===== src/rtl/dht11_read_sequencer_if.sv =====
// ---------------------------------------------------------------------------
// dht11_read_sequencer_if
//
// Request/response bundle between the command/UART side and the DHT11 read
// sequencer.
//
//   req_valid  : request present (requester -> sequencer)
//   req_ready  : sequencer can take a request; accept = req_valid & req_ready
//   req_sel    : 00 humidity, 01 temperature, 10 both integer bytes,
//                11 status-only (failure counter)
//   rsp_valid  : response present, held until rsp_ready
//   rsp_ready  : requester accepts the response
//   rsp_data   : response payload
//   rsp_status : 00 fresh, 01 cached, 10 sensor/CRC error, 11 timeout
//
// Modports: master = requester side, slave = sequencer side.
// ---------------------------------------------------------------------------
interface dht11_read_sequencer_if;
    logic        req_valid;
    logic        req_ready;
    logic [1:0]  req_sel;
    logic        rsp_valid;
    logic        rsp_ready;
    logic [15:0] rsp_data;
    logic [1:0]  rsp_status;

    modport master (
        output req_valid,
        output req_sel,
        output rsp_ready,
        input  req_ready,
        input  rsp_valid,
        input  rsp_data,
        input  rsp_status
    );

    modport slave (
        input  req_valid,
        input  req_sel,
        input  rsp_ready,
        output req_ready,
        output rsp_valid,
        output rsp_data,
        output rsp_status
    );
endinterface


===== src/rtl/dht11_read_sequencer.sv =====
// ---------------------------------------------------------------------------
// dht11_read_sequencer
//
// Owns the DHT11 driver's EN/RST lines and serves read requests arriving on a
// valid/ready bus. A fresh sensor read is only started when at least
// MIN_INTERVAL_CYC cycles have passed since the previous read start; inside
// that window requests are answered from a cache of the last good read, or
// held off until the window expires if no good read exists yet. Failed reads
// (driver error, bad checksum, or busy timeout) are retried up to MAX_RETRIES
// extra times, each retry also respecting the minimum interval.
//
// Ports:
//   clk           system clock
//   rst_n         asynchronous active-low reset
//   bus           request/response bundle (slave side)
//   dht_en_o      driver enable, high only while a transaction is in flight
//   dht_rst_o     driver reset, high whenever the driver is parked
//   dht_wait_i    driver busy flag
//   dht_error_i   driver error flag
//   dht_crc_i     driver checksum-valid flag
//   hum_int_i, hum_float_i, temp_int_i, temp_float_i : driver data bytes
//   busy_o        high in every state except IDLE
// ---------------------------------------------------------------------------
module dht11_read_sequencer #(
    parameter int unsigned MIN_INTERVAL_CYC = 200_000_000,
    parameter int unsigned RST_PULSE_CYC    = 100,
    parameter int unsigned BUSY_TIMEOUT_CYC = 5_000_000,
    parameter int unsigned MAX_RETRIES      = 2
) (
    input  logic                         clk,
    input  logic                         rst_n,
    dht11_read_sequencer_if.slave        bus,
    output logic                         dht_en_o,
    output logic                         dht_rst_o,
    input  logic                         dht_wait_i,
    input  logic                         dht_error_i,
    input  logic                         dht_crc_i,
    input  logic [7:0]                   hum_int_i,
    input  logic [7:0]                   hum_float_i,
    input  logic [7:0]                   temp_int_i,
    input  logic [7:0]                   temp_float_i,
    output logic                         busy_o
);

    // ------------------------------------------------------------------
    // Widths and constants
    // ------------------------------------------------------------------
    localparam int IVL_W = $clog2(MIN_INTERVAL_CYC + 1);
    localparam int TO_W  = $clog2(BUSY_TIMEOUT_CYC + 1);
    localparam int RP_W  = $clog2(RST_PULSE_CYC + 1);

    localparam logic [IVL_W-1:0] IVL_MAX    = IVL_W'(MIN_INTERVAL_CYC);
    localparam logic [TO_W-1:0]  TO_LAST    = TO_W'(BUSY_TIMEOUT_CYC - 1);
    localparam logic [RP_W-1:0]  PULSE_LAST = RP_W'(RST_PULSE_CYC - 1);
    localparam logic [2:0]       RETRY_MAX  = 3'(MAX_RETRIES);

    localparam logic [1:0] ST_FRESH   = 2'b00;
    localparam logic [1:0] ST_CACHED  = 2'b01;
    localparam logic [1:0] ST_ERROR   = 2'b10;
    localparam logic [1:0] ST_TIMEOUT = 2'b11;

    // FSM encoding. DECIDE is the cycle after acceptance in which the latched
    // selector is routed; it gives the two-cycle accept-to-response latency
    // of the cached path and keeps REQ_READY a pure decode of IDLE.
    localparam logic [3:0] S_IDLE      = 4'd0;
    localparam logic [3:0] S_DECIDE    = 4'd1;
    localparam logic [3:0] S_HOLDOFF   = 4'd2;
    localparam logic [3:0] S_RESET_DRV = 4'd3;
    localparam logic [3:0] S_ENABLE    = 4'd4;
    localparam logic [3:0] S_WAIT_DONE = 4'd5;
    localparam logic [3:0] S_CHECK     = 4'd6;
    localparam logic [3:0] S_FAIL      = 4'd7;
    localparam logic [3:0] S_RESPOND   = 4'd8;

    // ------------------------------------------------------------------
    // State
    // ------------------------------------------------------------------
    logic [3:0]       state_q,       state_d;
    logic [1:0]       sel_q,         sel_d;
    logic [2:0]       retry_q,       retry_d;
    logic [IVL_W-1:0] ivl_q,         ivl_d;
    logic [TO_W-1:0]  to_q,          to_d;
    logic [RP_W-1:0]  pulse_q,       pulse_d;
    logic [7:0]       fail_cnt_q,    fail_cnt_d;
    logic [1:0]       cause_q,       cause_d;
    logic             seen_q,        seen_d;
    logic             err_q,         err_d;
    logic             cache_valid_q, cache_valid_d;
    logic [7:0]       c_hum_int_q,   c_hum_int_d;
    logic [7:0]       c_hum_frac_q,  c_hum_frac_d;
    logic [7:0]       c_temp_int_q,  c_temp_int_d;
    logic [7:0]       c_temp_frac_q, c_temp_frac_d;
    logic [15:0]      rsp_data_q,    rsp_data_d;
    logic [1:0]       rsp_status_q,  rsp_status_d;

    // Two-stage sample of the driver busy flag; the fall is detected between
    // the stages so it is a clean registered edge.
    logic             wait_s1_q;
    logic             wait_s2_q;

    logic             read_allowed;
    logic             wait_fall;
    logic             check_ok;

    assign read_allowed = (ivl_q == IVL_MAX);
    // Only a fall that follows an observed high counts as completion, so a
    // driver that never raised WAIT cannot end the transaction early.
    assign wait_fall    = seen_q & wait_s2_q & ~wait_s1_q;
    assign check_ok     = ~err_q & ~dht_error_i & dht_crc_i;

    // Payload selection shared by the fresh and cached paths.
    function automatic logic [15:0] pick(
        input logic [1:0] sel,
        input logic [7:0] hi,
        input logic [7:0] hf,
        input logic [7:0] ti,
        input logic [7:0] tf
    );
        logic [15:0] r;
        case (sel)
            2'b00:   r = {hi, hf};
            2'b01:   r = {ti, tf};
            default: r = {hi, ti};
        endcase
        return r;
    endfunction

    // ------------------------------------------------------------------
    // Next-state logic
    // ------------------------------------------------------------------
    always_comb begin
        state_d       = state_q;
        sel_d         = sel_q;
        retry_d       = retry_q;
        to_d          = to_q;
        pulse_d       = pulse_q;
        fail_cnt_d    = fail_cnt_q;
        cause_d       = cause_q;
        seen_d        = seen_q;
        err_d         = err_q;
        cache_valid_d = cache_valid_q;
        c_hum_int_d   = c_hum_int_q;
        c_hum_frac_d  = c_hum_frac_q;
        c_temp_int_d  = c_temp_int_q;
        c_temp_frac_d = c_temp_frac_q;
        rsp_data_d    = rsp_data_q;
        rsp_status_d  = rsp_status_q;
        ivl_d         = read_allowed ? ivl_q : ivl_q + 1'b1;

        case (state_q)
            S_IDLE: begin
                if (bus.req_valid) begin
                    sel_d   = bus.req_sel;
                    state_d = S_DECIDE;
                end
            end

            S_DECIDE: begin
                if (sel_q == 2'b11) begin
                    rsp_data_d   = {8'd0, fail_cnt_q};
                    rsp_status_d = ST_FRESH;
                    state_d      = S_RESPOND;
                end else if (read_allowed) begin
                    retry_d = 3'd0;
                    state_d = S_RESET_DRV;
                end else if (cache_valid_q) begin
                    rsp_data_d   = pick(sel_q, c_hum_int_q, c_hum_frac_q,
                                        c_temp_int_q, c_temp_frac_q);
                    rsp_status_d = ST_CACHED;
                    state_d      = S_RESPOND;
                end else begin
                    retry_d = 3'd0;
                    state_d = S_HOLDOFF;
                end
            end

            S_HOLDOFF: begin
                if (read_allowed) begin
                    state_d = S_RESET_DRV;
                end
            end

            S_RESET_DRV: begin
                if (pulse_q == PULSE_LAST) begin
                    state_d = S_ENABLE;
                end else begin
                    pulse_d = pulse_q + 1'b1;
                end
            end

            S_ENABLE: begin
                // The ENABLE cycle is the first cycle of the busy budget.
                to_d    = TO_W'(1);
                seen_d  = 1'b0;
                err_d   = 1'b0;
                state_d = S_WAIT_DONE;
            end

            S_WAIT_DONE: begin
                if (wait_s1_q) begin
                    seen_d = 1'b1;
                end
                to_d = to_q + 1'b1;
                // Error takes priority over a simultaneous WAIT fall or timeout.
                if (dht_error_i) begin
                    err_d   = 1'b1;
                    state_d = S_CHECK;
                end else if (wait_fall) begin
                    state_d = S_CHECK;
                end else if (to_q >= TO_LAST) begin
                    cause_d = ST_TIMEOUT;
                    state_d = S_FAIL;
                end
            end

            S_CHECK: begin
                if (check_ok) begin
                    c_hum_int_d   = hum_int_i;
                    c_hum_frac_d  = hum_float_i;
                    c_temp_int_d  = temp_int_i;
                    c_temp_frac_d = temp_float_i;
                    cache_valid_d = 1'b1;
                    rsp_data_d    = pick(sel_q, hum_int_i, hum_float_i,
                                         temp_int_i, temp_float_i);
                    rsp_status_d  = ST_FRESH;
                    state_d       = S_RESPOND;
                end else begin
                    cause_d = ST_ERROR;
                    state_d = S_FAIL;
                end
            end

            S_FAIL: begin
                if (fail_cnt_q != 8'hFF) begin
                    fail_cnt_d = fail_cnt_q + 8'd1;
                end
                if (retry_q < RETRY_MAX) begin
                    retry_d = retry_q + 3'd1;
                    state_d = S_HOLDOFF;
                end else begin
                    // A failed read never touches the cache; the last good
                    // values are still the best answer available.
                    rsp_data_d   = cache_valid_q
                                 ? pick(sel_q, c_hum_int_q, c_hum_frac_q,
                                        c_temp_int_q, c_temp_frac_q)
                                 : 16'd0;
                    rsp_status_d = cause_q;
                    state_d      = S_RESPOND;
                end
            end

            S_RESPOND: begin
                if (bus.rsp_ready) begin
                    state_d = S_IDLE;
                end
            end

            default: begin
                state_d = S_IDLE;
            end
        endcase

        // Entering RESET_DRV marks a read start: restart the inter-read
        // interval and the reset pulse length.
        if ((state_d == S_RESET_DRV) && (state_q != S_RESET_DRV)) begin
            ivl_d   = '0;
            pulse_d = '0;
        end
    end

    // ------------------------------------------------------------------
    // Registers
    // ------------------------------------------------------------------
    always_ff @(posedge clk or negedge rst_n) begin
        if (!rst_n) begin
            state_q       <= S_IDLE;
            sel_q         <= 2'b00;
            retry_q       <= 3'd0;
            ivl_q         <= IVL_MAX;  // first read allowed straight away
            to_q          <= '0;
            pulse_q       <= '0;
            fail_cnt_q    <= 8'd0;
            cause_q       <= ST_ERROR;
            seen_q        <= 1'b0;
            err_q         <= 1'b0;
            cache_valid_q <= 1'b0;
            c_hum_int_q   <= 8'd0;
            c_hum_frac_q  <= 8'd0;
            c_temp_int_q  <= 8'd0;
            c_temp_frac_q <= 8'd0;
            rsp_data_q    <= 16'd0;
            rsp_status_q  <= 2'b00;
            wait_s1_q     <= 1'b0;
            wait_s2_q     <= 1'b0;
        end else begin
            state_q       <= state_d;
            sel_q         <= sel_d;
            retry_q       <= retry_d;
            ivl_q         <= ivl_d;
            to_q          <= to_d;
            pulse_q       <= pulse_d;
            fail_cnt_q    <= fail_cnt_d;
            cause_q       <= cause_d;
            seen_q        <= seen_d;
            err_q         <= err_d;
            cache_valid_q <= cache_valid_d;
            c_hum_int_q   <= c_hum_int_d;
            c_hum_frac_q  <= c_hum_frac_d;
            c_temp_int_q  <= c_temp_int_d;
            c_temp_frac_q <= c_temp_frac_d;
            rsp_data_q    <= rsp_data_d;
            rsp_status_q  <= rsp_status_d;
            wait_s1_q     <= dht_wait_i;
            wait_s2_q     <= wait_s1_q;
        end
    end

    // ------------------------------------------------------------------
    // Outputs: decoded from the state register so reset parks the driver
    // in the same cycle it is asserted.
    // ------------------------------------------------------------------
    logic drv_active;
    assign drv_active     = (state_q == S_ENABLE) || (state_q == S_WAIT_DONE);

    assign dht_en_o       = drv_active;
    // RST is also released in CHECK so the driver's data bytes are not
    // disturbed while they are being captured.
    assign dht_rst_o      = ~(drv_active || (state_q == S_CHECK));
    assign busy_o         = (state_q != S_IDLE);

    assign bus.req_ready  = (state_q == S_IDLE);
    assign bus.rsp_valid  = (state_q == S_RESPOND);
    assign bus.rsp_data   = rsp_data_q;
    assign bus.rsp_status = rsp_status_q;

endmodule


===== src/flat_wrapper.sv =====
// flat-port wrapper written by rule: the top's interface ports become plain ports
module dht11_read_sequencer_flat 
#(
    parameter int unsigned MIN_INTERVAL_CYC = 200_000_000,
    parameter int unsigned RST_PULSE_CYC    = 100,
    parameter int unsigned BUSY_TIMEOUT_CYC = 5_000_000,
    parameter int unsigned MAX_RETRIES      = 2
)
  (clk, rst_n, dht_en_o, dht_rst_o, dht_wait_i, dht_error_i, dht_crc_i, hum_int_i, hum_float_i, temp_int_i, temp_float_i, busy_o, bus_req_valid, bus_req_sel, bus_rsp_ready, bus_req_ready, bus_rsp_valid, bus_rsp_data, bus_rsp_status);
  dht11_read_sequencer_if bus_i ();
  input  logic clk;
  input  logic rst_n;
  output logic dht_en_o;
  output logic dht_rst_o;
  input  logic dht_wait_i;
  input  logic dht_error_i;
  input  logic dht_crc_i;
  input  logic [7:0] hum_int_i;
  input  logic [7:0] hum_float_i;
  input  logic [7:0] temp_int_i;
  input  logic [7:0] temp_float_i;
  output logic busy_o;
  input wire logic [$bits(bus_i.req_valid)-1:0] bus_req_valid;
  input wire logic [$bits(bus_i.req_sel)-1:0] bus_req_sel;
  input wire logic [$bits(bus_i.rsp_ready)-1:0] bus_rsp_ready;
  output wire logic [$bits(bus_i.req_ready)-1:0] bus_req_ready;
  output wire logic [$bits(bus_i.rsp_valid)-1:0] bus_rsp_valid;
  output wire logic [$bits(bus_i.rsp_data)-1:0] bus_rsp_data;
  output wire logic [$bits(bus_i.rsp_status)-1:0] bus_rsp_status;
  assign bus_i.req_valid = bus_req_valid;
  assign bus_i.req_sel = bus_req_sel;
  assign bus_i.rsp_ready = bus_rsp_ready;
  assign bus_req_ready = bus_i.req_ready;
  assign bus_rsp_valid = bus_i.rsp_valid;
  assign bus_rsp_data = bus_i.rsp_data;
  assign bus_rsp_status = bus_i.rsp_status;
  dht11_read_sequencer #(.MIN_INTERVAL_CYC(MIN_INTERVAL_CYC), .RST_PULSE_CYC(RST_PULSE_CYC), .BUSY_TIMEOUT_CYC(BUSY_TIMEOUT_CYC), .MAX_RETRIES(MAX_RETRIES)) u_core (.clk(clk), .rst_n(rst_n), .bus(bus_i), .dht_en_o(dht_en_o), .dht_rst_o(dht_rst_o), .dht_wait_i(dht_wait_i), .dht_error_i(dht_error_i), .dht_crc_i(dht_crc_i), .hum_int_i(hum_int_i), .hum_float_i(hum_float_i), .temp_int_i(temp_int_i), .temp_float_i(temp_float_i), .busy_o(busy_o));
endmodule

===== config.mk =====
export PLATFORM = sky130hd
export DESIGN_NAME = dht11_read_sequencer_flat
export DESIGN_NICKNAME = d
export VERILOG_FILES = /design/src/rtl/dht11_read_sequencer_if.sv /design/src/rtl/dht11_read_sequencer.sv /design/src/flat_wrapper.sv
export SDC_FILE = /design/constraint.sdc
export NUM_CORES = 1
export LEC_CHECK = 0
export ABC_AREA = 1
export CAP_MARGIN = 25
export CELL_PAD_IN_SITES_DETAIL_PLACEMENT = 1
export CELL_PAD_IN_SITES_GLOBAL_PLACEMENT = 1
export CORE_AREA = 2 2 115 173
export CTS_CLUSTER_SIZE = 25
export DETAILED_ROUTE_END_ITERATION = 10
export DIE_AREA = 0 0 117 175
export PLACE_DENSITY_LB_ADDON = 0.1
export SYNTH_ARGS = -nofsm -noshare
export SYNTH_HDL_FRONTEND = slang
export SYNTH_SLANG_ARGS = --single-unit

===== constraint.sdc =====
create_clock -name clk -period 1.8 [get_ports clk]
set_clock_uncertainty 0.1 [all_clocks]
set_input_delay 0.36 -clock clk [delete_from_list [all_inputs] [get_ports clk]]
set_output_delay 0.36 -clock clk [all_outputs]
set_load 0.005 [all_outputs]

==> results of run 1 <==
-- metal layers --
metal	GRT usage [%]	share of wire [%]	vias up
met3	4.09	2.4	75
met5	0	0	-
li1	-	-	3574
met1	30.4	38	3936
met2	50.9	55	160
met4	10.9	4.1	0
-- kinds of logic (layout without fill, tap and decap cells) --
kind of cell	Yosys count	after routing	share of synthesized area (%)
simple gates	515	518	32.9
buf+inv	133	406	7.47
flops	131	131	45.2
compound gates	96	96	7.23
xor+xnor	34	34	4.09
mux	13	13	2.01
fa+ha+maj	6	6	1.03
-- worst max-delay path, stage by stage, from the launching register on --
cell and delay [ns]:
dfstp_2 0.55, nand4_1 0.23, nor3_4 0.25, buf_6 0.14, nand2_4 0.06, nand2_4 0.10
nand2_8 0.09, buf_6 0.15, nand3_4 0.13, nand2_1 0.09, nand2_1 0.11
-- sequential cells by signal, indices dropped and copies added (netlist names) --
name,flops
u_core.ivl_q,28
u_core.to_q,23
u_core.bus.rsp_data,16
u_core.c_hum_frac_q,8
u_core.c_hum_int_q,8
u_core.c_temp_frac_q,8
u_core.c_temp_int_q,8
u_core.fail_cnt_q,8
u_core.pulse_q,7
u_core.state_q,4
u_core.retry_q,3
u_core.bus.rsp_status,2
u_core.sel_q,2
u_core.cache_valid_q,1
u_core.cause_q,1
u_core.err_q,1
u_core.seen_q,1
u_core.wait_s1_q,1
u_core.wait_s2_q,1
-- metrics by stage --
step	instances	setup TNS, ns	setup WS [ns]	utilization, %	power (mW)
after global placement	1354	-6.35	-0.142	48.4	5.32
after floorplan	928	0	0.00883	-	4.24
after detailed placement	1354	-8.52	-0.148	48.4	5.34
final	1460	-8.64	-0.296	60.0	9.59
after CTS	1429	-2.03	-0.159	55.9	9.18
after global routing	1460	-13.44	-0.293	60.0	9.94
-- cell usage in the layout (no fill, tap or decap), drive strengths merged --
master         netlist  layout
o22ai               10      10
o2111ai              1       1
nand3b               1       1
nand2              244     244
o21ai               56      56
dlygate4sd2          0       4
a21oi               19      19
inv                105     107
nand3               82      85
a21boi               1       1
nor3b                3       3
nor4b                1       1
clkinv               4       8
dlygate4sd3          0       1
clkinvlp             0       4
dlymetal6s2s         0      11
dfstp               12      12
nor4                 2       2
or2                  2       2
ha                   6       6
clkbuf               8      23
nor3                36      36
a22oi                2       2
nand4               38      38
xnor2               10      10
clkdlybuf4s50        0      42
and3                 1       1
bufinv               0       2
xor2                24      24
dfrtp              119     119
buf                 16     204
mux2                13      13
a32oi                1       1
nor2               105     105
o211ai               6       6
-- worst paths after layout --
| kind | start | end | slack (ns) |
|---|---|---|---|
| worst min register to register | u_core.wait_s1_q$_DFF_PN0_ | u_core.wait_s2_q$_DFF_PN0_ | 0.29 |
| max in group asynchronous | rst_n | u_core.ivl_q[19]$_DFFE_PN1P_ | 0.67 |
| worst max-delay path | u_core.ivl_q[21]$_DFFE_PN1P_ | u_core.bus.rsp_data[3]$_DFFE_PN0P_ | -0.30 |
| worst min-delay path | dht_wait_i | u_core.wait_s1_q$_DFF_PN0_ | 0.28 |
| worst max register to register | u_core.ivl_q[21]$_DFFE_PN1P_ | u_core.bus.rsp_data[3]$_DFFE_PN0P_ | -0.30 |
| min in group asynchronous | rst_n | u_core.ivl_q[12]$_DFFE_PN0P_ | 0.33 |
-- cell type report --
class | count | area [um2]
clock buffer | 20 | 467
clock inverter | 12 | 129
fill | 2215 | 7600
inverter | 109 | 432
multi-input combinational | 667 | 4200
sequential | 131 | 3300
tap | 256 | 320
timing repair buffer | 265 | 2560
-- timing repair --
item,CTS,global route
resized for setup,140,165
buffers inserted,39,32
endpoints found under the setup margin,88,115
endpoints found under the hold margin,27,0
hold buffers,1,0
pin swaps,66,63
cloned,7,4
-- power groups by stage --
stage / Combinational (mW) / Sequential, mW / Clock, mW
floorplan: 1.02 / 3.21 / 0
global placement: 2.09 / 3.23 / 0
detailed placement: 2.10 / 3.24 / 0
CTS: 2.37 / 3.19 / 3.62
global route: 2.94 / 3.21 / 3.79
finish: 2.75 / 3.20 / 3.63
==> summary.txt, run 1 <==
Placement
  – Routability cong.: between 0.8 and 0.9
  – Hpwl dp: 17500 um
  – Port Buf Inserts: 63
  – Cell Area, Placed: 9200 um2

Timing
  – Tmin final: 2.10 ns
  – Hold WS: 0.276 ns
  – Hold Violations, Final: 0
  – Max Freq: 477 MHz
  – RSZ-0062 raised after global routing: true
  – Slew HR: 71.7%
  – Pins Over Slew Limit: 0
  – Final Worst Setup Slack: -0.296 ns
  – Setup violations, final: 68
  – Final Cycle Share: 116%
  – Slew at the pin with the worst max-slew slack: 0.425 ns

Critical path
  – Worst-path maximum fanout: 5
  – Startpoint Class: flip-flop
  – Reg2reg path depth: 10
  – WP data arrival: 2.35 ns
  – CP required: 2.05 ns
  – Worst setup EP type: flip-flop
  – Crit path kind: reg -> reg

Global routing
  – GRT overflow: 0
  – Vias in the first global route: 8282
  – Largest net degree at the start of global routing: 39
  – Initial antenna violation count: 0
  – First-pass GRT wire length: approximately 43000 um
  – All-Layer GR Usage: a little over a quarter

Pwr
  – Psw: 3.20 mW
  – Internal: 6.39 mW
  – Lkg Pwr: roughly 5.7 nW
  – P per Cell Area: 841 nW/um2
  – Switch share: roughly 33%
  – Seq pwr share: 33.4%
  – Worst vdd ir: 687 uV
  – Comb power frac: 28.7%
  – Clock power share: between 30% and 40%

Floorplanning
  – Ports: 64
  – Starting density of the core: 38.3%
  – Row count: a little over 60
  – Total core area: 19000 um2
  – Die Y-Extent: around 180 um
  – Full die area: slightly above 20000 um2
  – Die width: 117 um

Final layout
  – Total Nets Final: around 1200
  – Fin area: 11400 um2
  – Diode count: 0
  – Layout overhead on the synthesized area: 56.6%
  – Ratio of cells with drive above 1 in the final layout: 37.5%

Clock tree
  – CTS tree: done
  – Clk_lat worst skew: approximately 0.43 ns
  – Root Buffer: clkbuf_16
  – CTS Sinks: 131
  – CTS buffer count: 17
  – CTS Buffer Depth: 2
  – Clock-pin slew on the worst setup and hold paths: roughly 0.070 ns
  – H-tree depth: 4

Yosys
  – Post-synthesis async set-or-reset flop share: 100%
  – Synth cell count leaders: nand2_1 (234), dfrtp_1 (119), inv_1 (98), nor2_1 (91), nand3_1 (80)
  – Ranking of synthesized cells by area: dfrtp_1 (41%), nand2_1 (12%), nand3_1 (5.5%)
  – Synth area leader: dfrtp_1
  – Synth cell types: 46
  – Mean Syn Cell Area: 7.85 um2
  – Synth Net Count: 975
  – Total number of yosys warnings: 0
  – Top cell type's share of synthesized area: about 41%
  – Seq/Total Area, Yosys: 45.2%
  – Mapped Cells: 928
  – Post-synth top flop: dfrtp_1
  – Post-synth EDFFs: 0
  – Mapped Area: 7280 um2
  – Cell with the most instances after synthesis: nand2_1
  – Synthesized flop and latch total: 131

Min path
  – Worst hold path type: in -> reg
  – Hold Crit Depth: 1

Outcome
  – Status: finished, violations left
  – Failing checks: negative setup slack

Route
  – Antenna-violating nets left: 0
  – Iteration-0 DRC Markers: 388
  – Vias per cell: 5.30
  – Residual DRC: 0
  – Vias post-DR: 7745
  – Detail-routed net length per standard cell: 20.7 um
  – Pre-Repair DR Iteration Count: 4
  – DRT Wirelength: 30300 um

Job
  – Max cap viols: 0
Power figures use the tool's default switching activity.
==> run 2: changes to the inputs <==
Settings changed: CAP_MARGIN 25 to unset, CORE_AREA 2 2 115 173 to 2 2 105 158, DIE_AREA 0 0 117 175 to 0 0 107 160.
Clock period 1.8 ns to 2.5 ns, I/O delays scaled along.
==> run 2 against run 1 <==
Compared with the run above:
- the flow now finishes without violations
- first-iteration DRC count is 51% lower
- global-route usage decreased by 0.93 points
- count of clock-buffer cells in the layout fell by 2
- non-clock buffer count is 179 lower
- hold slack better by 0.025 ns
- power shrank 36%
- routed wire length fell by 30%
- critical path depth decreased by 6
- critical path type is now reg -> out
- worst setup slack improved by 0.43 ns
- die area down 16%
- sequential share of layout area increased by 8.4 points
==> summary.txt, run 2 (synthesis results as in run 1) <==
Outcome
  – Status: complete, no violations

Clock tree
  – Clock-pin slew on the worst setup and hold paths: 0.06 ns (about the same)
  – CTS tree: done
  – H-tree depth: 4 (unchanged)
  – Clk_lat worst skew: 0.43 ns (about the same)
  – CTS Sinks: 131 (unchanged)
  – CTS Buffer Depth: 2 (unchanged)
  – Root Buffer: clkbuf_16
  – CTS buffer count: 17 (unchanged)

Critical path
  – Crit path kind: reg -> out
  – Startpoint Class: flip-flop
  – Reg2reg path depth: 10 (unchanged)
  – Reg2Reg Setup Slack: 0.42 ns (+0.72 ns)
  – WP data arrival: 1.76 ns (-0.59 ns)
  – R2R Path Start: u_core.ivl_q[16]$_DFFE_PN1P_
  – Worst setup EP type: primary output
  – Worst-path maximum fanout: 4 (-1)
  – CP required: 1.90 ns (-0.15 ns)
  – Worst Setup SP: u_core.state_q[0]$_DFF_PN0_
  – Crit path to: bus_req_ready
  – FF-to-FF End: u_core.bus.rsp_data[11]$_DFFE_PN0P_

Timing
  – Max Freq: 423 MHz
  – RSZ-0062 raised after global routing: false
  – Tmin final: 2.36 ns
  – Slew HR: 57.2% (-14 points)
  – Hold Violations, Final: 0 (unchanged)
  – Pins Over Slew Limit: 0 (unchanged)
  – Setup violations, final: 0 (-100%)
  – Slew at the pin with the worst max-slew slack: 0.640 ns (+0.215 ns)
  – Final Cycle Share: roughly 95%
  – Setup TNS: 0 ns (+8.64 ns)

Route
  – Pre-Repair DR Iteration Count: 4 (unchanged)
  – Residual DRC: 0 (unchanged)
  – Vias post-DR: 6561 (-15%)
  – Vias per cell: 5.34 (+0.72%)
  – Antenna-violating nets left: 0 (unchanged)
  – DRT Wirelength: 21100 um (-30%)
  – Iteration-0 DRC Markers: 190 (-51%)
  – Detail-routed net length per standard cell: 17.2 um (-17%)

Placement
  – Hpwl dp: 15300 um (-12%)
  – Number of placed cells counting well taps: 1193 (-12%)
  – Routability cong.: 0.843 (-0.18%)
  – Port Buf Inserts: 63 (unchanged)

Final layout
  – Total Nets Final: 1056 (-15%)
  – Diode count: 0 (unchanged)
  – Most frequent cells in the layout: nand2_1 (234), dfrtp_1 (117), inv_1 (98)
  – Register area: 3300 um2 (unchanged)
  – Filler cells: 1984 (-10%)
  – Max reg flops: 28 (unchanged)
  – Area of the multi-input gates: 3460 um2 (-18%)
  – Biggest register: u_core.ivl_q
  – Non-Filler Instances: 1228 (-16%)
  – Core Util, Final: 55.6% (-4.4 points)
  – Layout overhead on the synthesized area: 21.4%
  – Ratio of cells with drive above 1 in the final layout: 12.6% (-25 points)
  – Most common cell after layout, fill and taps aside: nand2_1

Floorplanning
  – Ports: 64 (unchanged)
  – Die Y-Extent: 160 um (-8.6%)
  – Starting density of the core: 45.8% (+7.5 points)
  – Full die area: 17100 um2 (-16%)
  – Total core area: 15900 um2 (-16%)
  – Die width: 107 um (-8.5%)
  – Row count: 57 (-8.1%)

Pwr
  – P per Cell Area: 696 nW/um2 (-17%)
  – Worst vdd ir: 524 uV (-24%)
  – Lkg Pwr: 4.20 nW (-27%)
  – Total power: 6.15 mW (-36%)

Global routing
  – All-Layer GR Usage: 26.4% (-0.93 points)
  – Initial antenna violation count: 0 (unchanged)
  – Largest net degree at the start of global routing: 47 (+21%)
  – Vias in the first global route: 7095 (-14%)
  – GRT overflow: 0 (unchanged)
  – First-pass GRT wire length: 35500 um (-17%)

Job
  – Max cap viols: 0 (unchanged)

Min path
  – Worst hold path type: reg -> reg
run 2: repair_timing:
action,in CTS,in global routing
buffers inserted,0,2
pin swaps,0,1
hold endpoints to repair,29,0
resized for setup,3,5
setup endpoints to repair,3,3
gates cloned,0,0
hold buffers,1,0
run 2: final cells by class:
cell class | instances | share of cell area, %
Clock inverter | 14 | 1.75
Clock buffer | 18 | 4.85
Inverter | 109 | 4.63
Timing Repair Buffer | 86 | 9.44
Multi-Input combinational cell | 664 | 39.2
Tap cell | 206 | 2.91
Sequential cell | 131 | 37.3
run 2: critical path, cell delays in order (launching register included):
cell             delay [ns]
dfrtp_2                0.45
nor2_1                 0.11
inv_1                  0.10
nor2_4                 0.16
clkdlybuf4s50_1        0.52
run 2: metrics by stage:
stage / cell area, um2 / setup slack, ns / hold slack [ns]
2_1_floorplan: 7280 / 0.709 / 0.104
3_3_place_gp: 8210 / 0.351 / 0.261
3_5_place_dp: 8210 / 0.296 / 0.277
4_1_cts: 8820 / 0.0137 / 0.299
5_1_grt: 8840 / 0.0519 / 0.302
6_report: 8840 / 0.137 / 0.300
run 2: metal layers:
metal / share of wire [%] / vias to the layer above / global-route usage (%) / routed length [um]
met2: 53 / 116 / 47.6 / 11200
met3: 3.3 / 33 / 5.06 / 701
met4: 2.2 / 0 / 8.68 / 472
met1: 41 / 3218 / 31.2 / 8730
met5: 0 / - / 0 / 0
li1: - / 3194 / - / -
run 2: power breakdown:
group	switching (mW)	internal, mW
Clock	1.02	1.48
Sequential	0.0611	2.21
Combinational	0.858	0.526
Total	1.94	4.22
run 2: how the worst min path moves through the flow:
stage	from	end	slack [ns]	cells after the start
floorplan	rst_n	u_core.bus.rsp_data[0]$_DFFE_PN0P_	0.10	0
global placement	u_core.wait_s1_q$_DFF_PN0_	u_core.wait_s2_q$_DFF_PN0_	0.26	0
detailed placement	u_core.wait_s1_q$_DFF_PN0_	u_core.wait_s2_q$_DFF_PN0_	0.28	0
CTS	u_core.wait_s1_q$_DFF_PN0_	u_core.wait_s2_q$_DFF_PN0_	0.30	0
global route	u_core.wait_s1_q$_DFF_PN0_	u_core.wait_s2_q$_DFF_PN0_	0.30	0
finish	u_core.wait_s1_q$_DFF_PN0_	u_core.wait_s2_q$_DFF_PN0_	0.30	0
